**src/rtl/otter_pc_gen_pkg.sv**
```systemverilog
`default_nettype none
// +----------------------------------------------------------------------+
// | otter_pc_gen_pkg : shared PC-source, mtvec-mode and FSM encodings    |
// | Revision: 1.0                                                        |
// +----------------------------------------------------------------------+
package otter_pc_gen_pkg;

  localparam logic [1:0] PC_SRC_SEL_BR_JUMP   = 2'd0;
  localparam logic [1:0] PC_SRC_SEL_EPC       = 2'd1;
  localparam logic [1:0] PC_SRC_SEL_TRAP      = 2'd2;
  localparam logic [1:0] PC_SRC_SEL_RESET_VEC = 2'd3;

  localparam logic [1:0] MTVEC_MODE_DIRECT    = 2'd0;
  localparam logic [1:0] MTVEC_MODE_VECTORED  = 2'd1;

  typedef enum logic [1:0] {
    OTTER_PCG_BOOT = 2'd0,
    OTTER_PCG_RUN  = 2'd1,
    OTTER_PCG_PEND = 2'd2
  } pcg_state_e;

  function automatic logic is_misaligned(input logic [1:0] lsb);
    return lsb != 2'b00;
  endfunction

endpackage
`default_nettype wire

```
**src/rtl/otter_pc_gen_if.sv**
```systemverilog
`default_nettype none
// +----------------------------------------------------------------------+
// | otter_pc_gen_if : fetch request bus between PC generator and imem    |
// | Revision: 1.0                                                        |
// +----------------------------------------------------------------------+
interface otter_pc_gen_if #(
  parameter int XLEN = 32
);
  logic            o_req_valid;
  logic            i_req_ready;
  logic [XLEN-1:0] o_pc_addr;
  logic            o_flush;
  logic            o_misalign;
  logic [XLEN-1:0] o_misalign_addr;

  modport master (
    output o_req_valid, o_pc_addr, o_flush, o_misalign, o_misalign_addr,
    input  i_req_ready
  );

  modport slave (
    input  o_req_valid, o_pc_addr, o_flush, o_misalign, o_misalign_addr,
    output i_req_ready
  );
endinterface
`default_nettype wire

```
**src/rtl/otter_trap_vec.sv**
```systemverilog
`default_nettype none
// +----------------------------------------------------------------------+
// | otter_trap_vec : mtvec + cause -> trap handler address (combinational)|
// | Revision: 1.0                                                        |
// +----------------------------------------------------------------------+
module otter_trap_vec
  import otter_pc_gen_pkg::*;
#(
  parameter int XLEN    = 32,
  parameter int CAUSE_W = 4
) (
  input  wire logic [XLEN-1:0]    i_mtvec,
  input  wire logic               i_cause_int,
  input  wire logic [CAUSE_W-1:0] i_cause_code,
  output logic      [XLEN-1:0]    o_trap_tgt
);

  logic [XLEN-1:0] w_base;
  logic [XLEN-1:0] w_offset;

  // Modes 2 and 3 are reserved and fall back to direct.
  always_comb begin
    w_base     = {i_mtvec[XLEN-1:2], 2'b00};
    w_offset   = {{(XLEN-CAUSE_W-2){1'b0}}, i_cause_code, 2'b00};
    o_trap_tgt = w_base;
    if ((i_mtvec[1:0] == MTVEC_MODE_VECTORED) && i_cause_int)
      o_trap_tgt = w_base + w_offset;
  end

endmodule
`default_nettype wire

```
**src/rtl/otter_pc_gen.sv**
```systemverilog
`default_nettype none
// +----------------------------------------------------------------------+
// | otter_pc_gen : OTTER fetch PC register, request handshake, redirects |
// | Revision: 1.0                                                        |
// +----------------------------------------------------------------------+
module otter_pc_gen
  import otter_pc_gen_pkg::*;
#(
  parameter int              XLEN      = 32,
  parameter logic [XLEN-1:0] RESET_VEC = '0,
  parameter int              CAUSE_W   = 4
) (
  input  wire logic               i_clk,
  input  wire logic               i_rst_n,
  input  wire logic               i_redirect,
  input  wire logic [1:0]         i_redirect_sel,
  input  wire logic [XLEN-1:0]    i_br_tgt_addr,
  input  wire logic [XLEN-1:0]    i_epc_addr,
  input  wire logic [XLEN-1:0]    i_mtvec,
  input  wire logic               i_cause_int,
  input  wire logic [CAUSE_W-1:0] i_cause_code,
  otter_pc_gen_if.master          fetch
);

  pcg_state_e      r_state, w_state_nx;
  logic [XLEN-1:0] r_pc, w_pc_nx;
  logic [XLEN-1:0] r_pend, w_pend_nx;
  logic            r_flush, w_flush_nx;
  logic            r_misalign, w_misalign_nx;
  logic [XLEN-1:0] r_misalign_addr, w_misalign_addr_nx;

  logic [XLEN-1:0] w_trap_tgt;
  logic [XLEN-1:0] w_target;
  logic            w_req_valid;
  logic            w_accept;
  logic            w_tgt_bad;
  logic            w_redir_ok;

  otter_trap_vec #(
    .XLEN    (XLEN),
    .CAUSE_W (CAUSE_W)
  ) u_trap_vec (
    .i_mtvec      (i_mtvec),
    .i_cause_int  (i_cause_int),
    .i_cause_code (i_cause_code),
    .o_trap_tgt   (w_trap_tgt)
  );

  always_comb begin
    w_target = i_br_tgt_addr;
    case (i_redirect_sel)
      PC_SRC_SEL_BR_JUMP:   w_target = i_br_tgt_addr;
      PC_SRC_SEL_EPC:       w_target = i_epc_addr;
      PC_SRC_SEL_TRAP:      w_target = w_trap_tgt;
      PC_SRC_SEL_RESET_VEC: w_target = RESET_VEC;
      default:              w_target = i_br_tgt_addr;
    endcase
  end

  assign w_req_valid = (r_state != OTTER_PCG_BOOT);
  assign w_accept    = w_req_valid & fetch.i_req_ready;
  assign w_tgt_bad   = i_redirect & is_misaligned(w_target[1:0]);
  assign w_redir_ok  = i_redirect & ~w_tgt_bad;

  // A rejected (misaligned) redirect is reported but otherwise invisible.
  always_comb begin
    w_state_nx         = r_state;
    w_pc_nx            = r_pc;
    w_pend_nx          = r_pend;
    w_flush_nx         = 1'b0;
    w_misalign_nx      = w_tgt_bad;
    w_misalign_addr_nx = w_tgt_bad ? w_target : r_misalign_addr;
    case (r_state)
      OTTER_PCG_BOOT: begin
        w_state_nx = OTTER_PCG_RUN;
      end
      OTTER_PCG_RUN: begin
        if (w_accept) begin
          w_pc_nx    = w_redir_ok ? w_target : r_pc + XLEN'(4);
          w_flush_nx = w_redir_ok;
        end else if (w_redir_ok) begin
          w_pend_nx  = w_target;
          w_state_nx = OTTER_PCG_PEND;
        end
      end
      OTTER_PCG_PEND: begin
        if (w_accept) begin
          w_pc_nx    = w_redir_ok ? w_target : r_pend;
          w_flush_nx = 1'b1;
          w_state_nx = OTTER_PCG_RUN;
        end else if (w_redir_ok) begin
          w_pend_nx  = w_target;
        end
      end
      default: begin
        w_state_nx = OTTER_PCG_BOOT;
      end
    endcase
  end

  always_ff @(posedge i_clk or negedge i_rst_n) begin
    if (!i_rst_n) begin
      r_state         <= OTTER_PCG_BOOT;
      r_pc            <= RESET_VEC;
      r_pend          <= '0;
      r_flush         <= 1'b0;
      r_misalign      <= 1'b0;
      r_misalign_addr <= '0;
    end else begin
      r_state         <= w_state_nx;
      r_pc            <= w_pc_nx;
      r_pend          <= w_pend_nx;
      r_flush         <= w_flush_nx;
      r_misalign      <= w_misalign_nx;
      r_misalign_addr <= w_misalign_addr_nx;
    end
  end

  assign fetch.o_req_valid     = w_req_valid;
  assign fetch.o_pc_addr       = r_pc;
  assign fetch.o_flush         = r_flush;
  assign fetch.o_misalign      = r_misalign;
  assign fetch.o_misalign_addr = r_misalign_addr;

endmodule
`default_nettype wire

```
**src/flat_wrapper.sv**
```systemverilog
// flat-port wrapper written by rule: the top's interface ports become plain ports
module otter_pc_gen_flat import otter_pc_gen_pkg::*;
#(
  parameter int              XLEN      = 32,
  parameter logic [XLEN-1:0] RESET_VEC = '0,
  parameter int              CAUSE_W   = 4
)
  (i_clk, i_rst_n, i_redirect, i_redirect_sel, i_br_tgt_addr, i_epc_addr, i_mtvec, i_cause_int, i_cause_code, fetch_o_req_valid, fetch_o_pc_addr, fetch_o_flush, fetch_o_misalign, fetch_o_misalign_addr, fetch_i_req_ready);
  otter_pc_gen_if #(.XLEN(XLEN)) fetch_i ();
  input  wire logic i_clk;
  input  wire logic i_rst_n;
  input  wire logic i_redirect;
  input  wire logic [1:0] i_redirect_sel;
  input  wire logic [XLEN-1:0] i_br_tgt_addr;
  input  wire logic [XLEN-1:0] i_epc_addr;
  input  wire logic [XLEN-1:0] i_mtvec;
  input  wire logic i_cause_int;
  input  wire logic [CAUSE_W-1:0] i_cause_code;
  output wire logic [$bits(fetch_i.o_req_valid)-1:0] fetch_o_req_valid;
  output wire logic [$bits(fetch_i.o_pc_addr)-1:0] fetch_o_pc_addr;
  output wire logic [$bits(fetch_i.o_flush)-1:0] fetch_o_flush;
  output wire logic [$bits(fetch_i.o_misalign)-1:0] fetch_o_misalign;
  output wire logic [$bits(fetch_i.o_misalign_addr)-1:0] fetch_o_misalign_addr;
  input wire logic [$bits(fetch_i.i_req_ready)-1:0] fetch_i_req_ready;
  assign fetch_o_req_valid = fetch_i.o_req_valid;
  assign fetch_o_pc_addr = fetch_i.o_pc_addr;
  assign fetch_o_flush = fetch_i.o_flush;
  assign fetch_o_misalign = fetch_i.o_misalign;
  assign fetch_o_misalign_addr = fetch_i.o_misalign_addr;
  assign fetch_i.i_req_ready = fetch_i_req_ready;
  otter_pc_gen #(.XLEN(XLEN), .RESET_VEC(RESET_VEC), .CAUSE_W(CAUSE_W)) u_core (.i_clk(i_clk), .i_rst_n(i_rst_n), .i_redirect(i_redirect), .i_redirect_sel(i_redirect_sel), .i_br_tgt_addr(i_br_tgt_addr), .i_epc_addr(i_epc_addr), .i_mtvec(i_mtvec), .i_cause_int(i_cause_int), .i_cause_code(i_cause_code), .fetch(fetch_i));
endmodule
```
**config.mk**
```make
export PLATFORM = sky130hd
export DESIGN_NAME = otter_pc_gen_flat
export DESIGN_NICKNAME = d
export VERILOG_FILES = /design/src/rtl/otter_pc_gen_pkg.sv /design/src/rtl/otter_pc_gen_if.sv /design/src/rtl/otter_trap_vec.sv /design/src/rtl/otter_pc_gen.sv /design/src/flat_wrapper.sv
export SDC_FILE = /design/constraint.sdc
export NUM_CORES = 1
export LEC_CHECK = 0
export CELL_PAD_IN_SITES_DETAIL_PLACEMENT = 0
export CELL_PAD_IN_SITES_GLOBAL_PLACEMENT = 1
export CORE_ASPECT_RATIO = 0.6
export CORE_UTILIZATION = 32
export CTS_CLUSTER_DIAMETER = 150
export DETAILED_ROUTE_END_ITERATION = 10
export PLACE_DENSITY_LB_ADDON = 0.1
export SLEW_MARGIN = 10
export SYNTH_ARGS = -nofsm -noshare
export SYNTH_HDL_FRONTEND = slang
export SYNTH_HIERARCHICAL = 1
export SYNTH_SLANG_ARGS = --single-unit
```
**constraint.sdc**
```tcl
create_clock -name i_clk -period 1.96 [get_ports i_clk]
set_input_delay 0.588 -clock i_clk [delete_from_list [all_inputs] [get_ports i_clk]]
set_output_delay 0.588 -clock i_clk [all_outputs]
set_load 0.1 [all_outputs]
```
==> reports/qor.csv <==
stage,metric,value,unit
outcome,status,"finished, violations left",
outcome,violations,negative setup slack,
place,place_ws,-1.374,ns
drt,drt-initial-drc-count,455,
clock_tree,cts_buffers,9,
pwr,total_leakage_power,5.322,nW
drt,dr_total_vias,7058,
sta,rsz0062_at_grt,yes,
critical_path,crit_type,in -> reg,
place,place.gp.congestion,0.8974,
run,maxCapViolCount,0,
logic_synthesis,yosysSeqAreaShare,39.64,%
critical_path,path_buf_inv,3,
clock_tree,cts_tree,yes,
logic_synthesis,syn_area_per_cell,8.439,um2
clock_tree,insertion_delay,0.35,ns
sta,max_freq,0.3864,GHz
place,dp_hpwl,17790,um
critical_path,cp_max_fo,4,
sta,final-setup-viol-count,85,
place,io_buffers,173,
final_layout,mostFrequentLayoutCells,"buf_4, nor2_1, nand2_1, dfrtp_1, buf_12",
die,die_h,110.8,um
final_layout,seq_area,2526,um2
final_layout,final_cells,1361,
critical_path,worst_r2r_path_depth,9,
drt,first_pass_iters,5,
critical_path,crit_cells,15,
final_layout,fin_nets,1207,
final_layout,nFillCells,1577,
logic_synthesis,synth_edf_count,0,
die,die_w,183.3,um
sta,whs,0.1397,ns
pwr,power.density,1224,nW/um2
drt,avgRoutedWirePerCell,19.22,um
critical_path,endpoint_kind,flop,
sta,relSlewSlack,63.25,%
sta,post-route-period-util,132.1,%
sta,worstMarginPinSlew,0.5512,ns
global_route,grt-busiest-layer,met2,
global_route,first_global_vias,7458,
place,dp.cells,1295,
logic_synthesis,synth.distinct_cells,65,
global_route,antenna_found_initial,0,
logic_synthesis,syn_inst,748,
die,io_pins,174,
logic_synthesis,synth_warnings,6,
pwr,power,14.70,mW
clock_tree,clock_path_buffers,2,
global_route,gr-usage-all-layers,25.70,%
global_route,grt_max_degree,50,
sta,drv_slew,0,
sta,finalHoldViolations,0,
critical_path,required,2.19,ns
final_layout,layout_commonest_cell,buf_4,
pwr,ir_drop,1.337,mV
clock_tree,cts_root_buf,clkbuf_16,
drt,final_antenna_net_count,0,
drt,viasPerCell,5.186,
final_layout,drive_above_1_share,43.38,%
critical_path,arrival,2.82,ns
critical_path,slowest_stage,fa_2,
critical_path,reg2reg_from,u_core/fetch.o_pc_addr[2]$_DFFE_PN0P_,
global_route,overflow,0,
sta,fin_ws,-0.6283,ns
critical_path,reg2reg_to,u_core/fetch.o_pc_addr[18]$_DFFE_PN0P_,
critical_path,cp_top_family,compound AO/OA/AOI/OAI gates,
critical_path,path_cells,"buf_6, ha_4, fa_2, and3_4, o211ai_4, buf_4, buf_12, nor4_4, xor2_1, mux2i_1, nor2_1, a21oi_2, mux2i_1, o21ai_1, o21ai_1",
worst_hold_path,worst_hold_path_type,in -> async,
critical_path,worstSetupStartpointType,primary input,
clock_tree,path_clk_slew,0.07,ns
die,rows,39,
logic_synthesis,syn-cell-area,6312,um2
global_route,grt_util_met3,4.402,%
global_route,grt_pass1_wl,40500,um
clock_tree,htreeDepth,3,
critical_path,r2r_slack,-0.53,ns
global_route,grtUsageMet2,43.37,%
logic_synthesis,async_flop_share,100.0,%
drt,wl,26160,um
critical_path,cp_slowest_stage_delay,0.36,ns
clock_tree,clkSinkCount,100,
final_layout,multi_input_area,4334,um2
die,initial_utilization,32.92,%
global_route,met1_usage,34.38,%
drt,drc,0,
sta,finClkSkew,0.009035,ns
die,fp.dieArea,20310,um2
final_layout,syn2layout_area_growth,90.23,%
logic_synthesis,synth_seq_cells,100,
sta,period_minus_slack,2.588,ns
logic_synthesis,synth_top_flop_cell,dfrtp_1,
die,core,19180,um2
final_layout,antenna_cells,0,
[layer usage]
layer,wire length (um),share of wire (%)
met4,353,1.3
met1,11770,45
met5,0,0
met2,12590,48
met3,1450,5.5
[worst max-delay path by stage]
stage	from	to	slack, ns
floorplan	i_mtvec[2]	u_core/fetch.o_pc_addr[26]$_DFFE_PN0P_	-0.73
global placement	i_mtvec[2]	u_core/fetch.o_pc_addr[26]$_DFFE_PN0P_	-1.33
detailed placement	i_mtvec[3]	u_core/fetch.o_pc_addr[19]$_DFFE_PN0P_	-1.37
CTS	i_cause_code[0]	u_core/fetch.o_pc_addr[30]$_DFFE_PN0P_	-0.61
global route	i_mtvec[2]	u_core/fetch.o_pc_addr[18]$_DFFE_PN0P_	-0.69
finish	i_mtvec[2]	u_core/fetch.o_pc_addr[24]$_DFFE_PN0P_	-0.63
[Yosys cell counts (16+ instances only)]
| cell type | number | area, um2 |
|---|---|---|
| nor2_1 | 98 | 367.9 |
| clkbuf_1 | 30 | 112.6 |
| nand2_1 | 89 | 334.1 |
| a21oi_1 | 84 | 420.4 |
| mux2i_1 | 39 | 390.4 |
| o21ai_0 | 74 | 370.4 |
| inv_1 | 17 | 63.81 |
| nor3_1 | 24 | 120.1 |
| xor2_1 | 24 | 210.2 |
| dfrtp_1 | 100 | 2502 |
| xnor2_1 | 19 | 166.4 |
| nand3_1 | 16 | 80.08 |
[where the power goes]
part,internal [mW],leakage [nW],switching (mW),total (mW)
clock network,1.12,0.151,0.816,1.93
registers,2.77,1.22,0.556,3.32
logic,3.71,3.95,5.74,9.45
[worst register-to-register path, delay by kind of cell (launching register included)]
family	cells	cell delay, ns
DFF	1	0.41
xor gates and xnor gates	1	0.07
AOI/OAI and AO/OA	1	0.30
muxes	1	0.26
buffers and inverters	2	0.38
adders and majority gates	1	0.19
and+or+nand+nor	3	0.77
[cell families (layout without fill, tap and decap cells)]
kind of cell / Yosys count / in the layout / synth area share, %
AOI/OAI and AO/OA: 197 / 197 / 17.92
xor gates and xnor gates: 43 / 43 / 5.966
adders and majority gates: 9 / 9 / 1.903
buffers and inverters: 65 / 411 / 4.757
DFF: 100 / 100 / 39.64
muxes: 45 / 45 / 7.255
other: 1 / 2 / 0.05941
and+or+nand+nor: 288 / 288 / 22.50
[final cells by class]
cell class              count  share of cell area (%)
multi-input cells         584                   36.09
repair buffers            379                   36.91
well taps                 266                   2.772
inverters                  17                  0.5627
flip-flops and latches    100                   21.04
clock buffers               9                   1.876
clock inverters             6                  0.7502
[state kept, by name, summed over array words and instances, names as in the netlist]
| signal | cells |
|---|---|
| u_core/fetch.o_pc_addr | 32 |
| u_core/r_state | 2 |
| u_core/r_pend | 32 |
| u_core/fetch.o_flush | 1 |
| u_core/fetch.o_misalign_addr | 32 |
| u_core/fetch.o_misalign | 1 |
[metrics by stage]
step	util [%]	cell area [um2]	TNS [ns]
6_report	62.61	12010	-30.79
5_1_grt	62.61	12010	-38.05
4_1_cts	60.86	11670	-29.47
3_5_place_dp	53.85	10330	-101.99
3_3_place_gp	53.85	10330	-96.59
2_1_floorplan	-	6555	-27.07
[timing repair]
| action | CTS | global route |
|---|---|---|
| setup endpoints to repair | 96 | 95 |
| setup buffers | 24 | 24 |
| pin swaps | 82 | 53 |
| gates resized for setup | 232 | 68 |
| cloned | 12 | 1 |
| hold buffers | 0 | 0 |
Note: power is estimated with default switching activity, not from simulation.
